$ cat src/rtl/pci_arbiter.sv
`default_nettype none
// ============================================================================
// Module      : pci_arbiter
// Description : Round-robin PCI bus arbiter. It parks the bus on a chosen
//               master, inserts one dead cycle on every ownership change and
//               reclaims idle grants after a timeout.
// Revision    : 1.0 - initial release
// ============================================================================
module pci_arbiter #(
    parameter int NREQ         = 4,
    parameter int PARK_ID      = 0,
    parameter int IDLE_TIMEOUT = 16
) (
    input  logic            clk,
    input  logic            reset,
    input  logic [NREQ-1:0] req_n,
    input  logic            frame_n,
    input  logic            irdy_n,
    output logic [NREQ-1:0] gnt_n,
    output logic [2:0]      owner,
    output logic            parked,
    output logic            timeout
);

    localparam logic [1:0]      c_ST_DEAD  = 2'd0;
    localparam logic [1:0]      c_ST_GRANT = 2'd1;
    localparam logic [1:0]      c_ST_BUSY  = 2'd2;
    localparam logic [2:0]      c_LAST_RST = 3'(NREQ - 1);
    localparam logic [2:0]      c_PARK     = 3'(PARK_ID);
    localparam logic [4:0]      c_TIMEOUT  = 5'(IDLE_TIMEOUT);
    localparam logic [NREQ-1:0] c_ALL_HIGH = {NREQ{1'b1}};

    logic [1:0]      r_state;
    logic [NREQ-1:0] r_gnt_n;
    logic [2:0]      r_owner;
    logic [2:0]      r_last;
    logic            r_parked;
    logic            r_timeout;
    logic [4:0]      r_timer;

    logic            w_bus_idle;
    logic            w_any_req;
    logic            w_owner_req;
    logic            w_other_req;
    logic            w_found;
    logic [2:0]      w_winner;
    logic [NREQ-1:0] w_owner_sel;
    logic [NREQ-1:0] w_win_gnt_n;
    logic [4:0]      w_timer_inc;

    assign w_bus_idle  = frame_n & irdy_n;
    assign w_any_req   = ~&req_n;
    assign w_owner_req = |(~req_n & w_owner_sel);
    assign w_other_req = |(~req_n & ~w_owner_sel);
    assign w_timer_inc = r_timer + 5'd1;

    // Decode the current owner and the pending winner into per-master vectors
    always_comb begin
        w_owner_sel = '0;
        w_win_gnt_n = c_ALL_HIGH;
        for (int j = 0; j < NREQ; j++) begin
            w_owner_sel[j] = (r_owner == 3'(j));
            w_win_gnt_n[j] = (w_winner != 3'(j));
        end
    end

    // Round-robin search starting just after the last grantee; park if idle
    always_comb begin
        w_winner = c_PARK;
        w_found  = 1'b0;
        for (int i = 1; i <= NREQ; i++) begin
            for (int j = 0; j < NREQ; j++) begin
                if (!w_found && (j == (int'(r_last) + i) % NREQ) && !req_n[j]) begin
                    w_winner = 3'(j);
                    w_found  = 1'b1;
                end
            end
        end
    end

    // Arbitration state machine; all outputs are registered here
    always_ff @(posedge clk) begin
        if (reset) begin
            r_state   <= c_ST_DEAD;
            r_gnt_n   <= c_ALL_HIGH;
            r_owner   <= c_LAST_RST;
            r_last    <= c_LAST_RST;
            r_parked  <= 1'b0;
            r_timeout <= 1'b0;
            r_timer   <= 5'd0;
        end else begin
            r_timeout <= 1'b0;
            case (r_state)
                c_ST_DEAD: begin
                    r_gnt_n  <= w_win_gnt_n;
                    r_owner  <= w_winner;
                    r_last   <= w_winner;
                    r_parked <= ~w_found;
                    r_timer  <= 5'd0;
                    r_state  <= c_ST_GRANT;
                end
                c_ST_GRANT: begin
                    if (!frame_n) begin
                        // Grantee started a transaction; it now owns the bus
                        r_state  <= c_ST_BUSY;
                        r_parked <= 1'b0;
                    end else if (!r_parked && !w_owner_req) begin
                        r_state <= c_ST_DEAD;
                        r_gnt_n <= c_ALL_HIGH;
                    end else if (r_parked && w_any_req) begin
                        r_state <= c_ST_DEAD;
                        r_gnt_n <= c_ALL_HIGH;
                    end else if (!r_parked && w_bus_idle && (w_timer_inc == c_TIMEOUT)) begin
                        r_state   <= c_ST_DEAD;
                        r_gnt_n   <= c_ALL_HIGH;
                        r_timeout <= 1'b1;
                    end else if (!r_parked && w_bus_idle) begin
                        r_timer <= w_timer_inc;
                    end
                end
                c_ST_BUSY: begin
                    if (w_other_req) begin
                        // Preempt; the owner's latency timer ends its burst
                        r_state <= c_ST_DEAD;
                        r_gnt_n <= c_ALL_HIGH;
                    end else if (w_bus_idle && w_owner_req) begin
                        r_state <= c_ST_GRANT;
                        r_timer <= 5'd0;
                    end else if (w_bus_idle) begin
                        r_state <= c_ST_DEAD;
                        r_gnt_n <= c_ALL_HIGH;
                    end
                end
                default: begin
                    r_state <= c_ST_DEAD;
                    r_gnt_n <= c_ALL_HIGH;
                end
            endcase
        end
    end

    assign gnt_n   = r_gnt_n;
    assign owner   = r_owner;
    assign parked  = r_parked;
    assign timeout = r_timeout;

endmodule
`default_nettype wire

$ cat config.mk
export PLATFORM = sky130hd
export DESIGN_NAME = pci_arbiter
export DESIGN_NICKNAME = d
export VERILOG_FILES = /design/src/rtl/pci_arbiter.sv
export SDC_FILE = /design/constraint.sdc
export NUM_CORES = 1
export LEC_CHECK = 0
export CORE_MARGIN = 2
export CORE_UTILIZATION = 55
export DETAILED_ROUTE_END_ITERATION = 10
export GPL_ROUTABILITY_DRIVEN = 0
export GPL_TIMING_DRIVEN = 1
export MAX_ROUTING_LAYER = met4
export PLACE_DENSITY = 0.87
export SLEW_MARGIN = 20
export SYNTH_ARGS = -nofsm -noshare
export SYNTH_HDL_FRONTEND = slang
export SYNTH_SLANG_ARGS = --single-unit
export TNS_END_PERCENT = 10
$ cat constraint.sdc
create_clock -name clk -period 2.9 [get_ports clk]
set_input_delay 0.29 -clock clk [delete_from_list [all_inputs] [get_ports clk]]
set_output_delay 0.29 -clock clk [all_outputs]
set_load 0.005 [all_outputs]
==> results.txt <==
----------------------------------------------------
[Status]
  Outcome ... completed

[Detailed routing]
  Routed wire length per instance ... around 14 um
  Via total after detailed routing ... 968
  Total length of routed wires ... approximately 2200 um
  Drt first pass iters ... 4
  Antenna violation net count after detailed routing ... 0
  Drt initial violations ... 34
  DRC ... 0
  Via-per-instance ratio ... 6.09

[Timing]
  Hold Fails Final Rpt ... 0
  Final hold slack ... 0.521 ns
  Rel. slew slack ... 53.3%
  Post-route minimum period ... 2.22 ns
  Count of endpoints failing setup in the final report ... 0
  Ratio of final minimum period to clock period ... 76.4%
  Tightest Pin Transition ... 0.694 ns
  Final clock skew ... about 0.01 ns
  Fmax ... around 450 MHz
  Unrepaired setup endpoints after global routing ... no
  Final count of pins violating max slew ... 0
  Worst Slack Setup Final ... ~0.68 ns
  Total negative slack for setup checks ... 0 ns

[CTS]
  Clock transition at the register clock pins on the worst setup and hold paths after CTS ... 0.10 ns
  Post-CTS Hold Buffers ... 0
  Clk Tree Root Cell ... sky130_fd_sc_hd__clkbuf_4
  Skew-Pair Late Insertion Delay ... 0.29 ns
  CTS Buf Count ... 3
  CTS H-tree depth ... 1
  Resized cells post-CTS ... 0
  Buffers inserted by post-CTS timing repair ... 0
  # clock sinks ... 15
  Clock tree from TritonCTS ... yes
  Maximum buffer depth of the clock tree ... 2

[Synth]
  Main synth FF type ... sky130_fd_sc_hd__dfxtp_1
  Number of unique standard cell types used by synthesis ... 50
  Number of storage elements in the synthesis netlist ... 15
  Post-Syn Nets ... approximately 130
  FFs w/ async S/R, synth ... 0%
  Synth warnings ... 0
  Register area share after synthesis ... 30.0%
  Post-Syn Area ... 1000 sq um
  Number of flops mapped to enable cells by yosys ... 0
  Synthesized area per cell ... 8.19 sq um
  Number of cells produced by synthesis ... 122

[Critical path]
  Delay of the slowest cell on the worst path ... 0.62 ns
  Required time of the worst setup path ... 3.07 ns
  Endpoint of the most critical register-to-register path ... r_timer[3]
  Crit path kind ... flop to flop
  Capturing element type of the critical path ... flop
  Cells along the critical path ... mux4_2, or3_4, a31oi_4, a2bb2oi_4, o22ai_1
  Worst reg-to-reg setup slack ... ~0.68 ns
  R2R Path Start ... r_last[0]
  Worst R2R Path Depth ... 5
  Slowest library cell on the worst path ... sky130_fd_sc_hd__mux4_2
  Critical path startpoint category ... flop
  Gate family responsible for the most delay along the worst path ... multiplexers
  Critical Path AT ... roughly 2.4 ns
  Crit-path max FO ... 10
  Total buffers and inverters traversed by the critical path ... 0

[Power and ir drop]
  Power density over cell area ... 440 nW/um^2
  Final Power ... a little over 0.0005 W
  Worst VDD drop ... 0.332 mV
  Static Leakage ... 0.426 nW

[Global route]
  Pin count of the biggest net entering global routing ... 14
  GRT Overall Usage ... 24.0%
  Antenna violations before repair ... 0
  Number of global-route vias before repair ... 852
  Total congestion overflow ... 0
  First-pass GRT wire length ... 3670 um

[Die]
  Io pins ... 17
  DIE HEIGHT ... around 47 um
  Horizontal die dimension ... 46.6 um
  Placeable Area ... 1730 sq um
  Number of cell rows ... 15
  Starting Density ... 57.9%
  Die area ... between 2000 and 2500 sq um

[Worst hold path]
  Worst hold-check path type ... flop to flop
  Worst Hold Path Cells ... 2
  Hold path start ... gnt_n[2]
  Destination of the worst hold path ... gnt_n[2]

[Finish]
  Post-Route Utilization ... between 60% and 70%
  Sequential cell area ... 300 sq um
  Multi-input combinational cell area ... 633 sq um
  Area growth from synthesis to layout ... 17.1%
  Layout Nets ... 145
  Top library cells by usage in the layout, fill and taps aside ... 15 x sky130_fd_sc_hd__dfxtp_1, 15 x sky130_fd_sc_hd__clkdlybuf4s50_1, 14 x sky130_fd_sc_hd__nor2_1
  Fill cell count ... approximately 160
  Count of antenna diodes in the layout ... 0
  Share of final-layout standard cells stronger than drive strength 1 ... 10.4%

[Job]
  Max_cap viols ... 0

[Placement]
  Dpl hpwl ... 1670 um
  Port Buffer Count ... 15
  Placement-stage worst setup slack ... ~0.41 ns

----------------------------------------------------
-- synth_stat cells (all sizes together), types with 2 or more instances --
library cell / instances / area share, %
clkbuf: 4 / 1.5
ha: 2 / 2.5
nor3: 2 / 1.0
nor2b: 4 / 2.5
mux2i: 2 / 2.0
nand3: 10 / 5.0
a2bb2oi: 2 / 3.5
nand2: 11 / 4.1
inv: 6 / 2.3
xnor2: 2 / 1.8
dfxtp: 15 / 30
buf: 4 / 2.9
a21oi: 4 / 2.4
nand4: 3 / 1.9
o21ai: 5 / 2.5
nand2b: 2 / 1.3
a31oi: 4 / 4.0
nor2: 14 / 5.3
-- cells by family (layout without fill, tap and decap cells) --
kind of cell | count (synthesis) | in the layout | synth area share (%)
AO/OA/AOI/OAI | 31 | 31 | 26.4
flip-flops | 15 | 15 | 30.0
other | 1 | 1 | 0.375
adder cells (fa/ha/maj) | 2 | 2 | 2.50
XOR/XNOR | 2 | 2 | 1.75
buffers and inverters | 14 | 26 | 6.63
AND/OR/NAND/NOR | 53 | 53 | 26.9
multiplexers | 4 | 4 | 5.38
-- metrics by stage --
step | cells | instance area [sq um]
6_report | 159 | 1170
5_1_grt | 159 | 1170
4_1_cts | 159 | 1170
3_5_place_dp | 155 | 1140
3_3_place_gp | 155 | 1140
2_1_floorplan | 122 | 1000
-- routing by layer --
| layer | share of wire (%) | vias up | track usage (%) |
|---|---|---|---|
| li1 | - | 472 | - |
| met1 | 45 | 455 | 31.3 |
| met2 | 48 | 36 | 38.6 |
| met3 | 5.7 | 5 | 2.35 |
| met4 | 1.6 | 0 | 8.33 |
| met5 | 0 | - | - |
-- flip-flops by register name (all words and copies together), names as in the netlist --
name / flops
gnt_n: 4
parked: 1
r_last: 2
r_state: 2
r_timer: 5
timeout: 1
-- how the worst max path moves through the flow --
stage | cells past startpoint | startpoint | to
2_1_floorplan | 6 | r_last[0] | r_timer[3]
3_3_place_gp | 6 | req_n[3] | r_timer[3]
3_5_place_dp | 6 | req_n[3] | r_timer[3]
4_1_cts | 5 | r_last[0] | r_timer[3]
5_1_grt | 5 | r_last[0] | r_timer[3]
6_report | 5 | r_last[0] | r_timer[3]
-- tightest hold or removal path, stage by stage, from the launching register on --
cell,delay [ns]
sky130_fd_sc_hd__dfxtp_1,0.32
sky130_fd_sc_hd__nor2_1,0.09
sky130_fd_sc_hd__a21oi_1,0.07
-- power breakdown --
| part | internal, W | switching (W) | total [W] | leakage [nW] |
|---|---|---|---|---|
| clock network | 0.0000535 | 0.0000707 | 0.000124 | 0.0150 |
| logic | 0.0000787 | 0.0000676 | 0.000146 | 0.289 |
| registers | 0.000220 | 0.0000250 | 0.000245 | 0.123 |
| total | 0.000353 | 0.000163 | 0.000516 | 0.426 |
-- area by class of cell --
type | instances | share of cell area, %
inverter | 6 | 1.92
clock buffer | 4 | 2.24
timing repair buffer | 16 | 13.5
multi-input combinational | 93 | 54.1
sequential | 15 | 25.6
tap | 25 | 2.67
(Power assumes the default switching activity.)
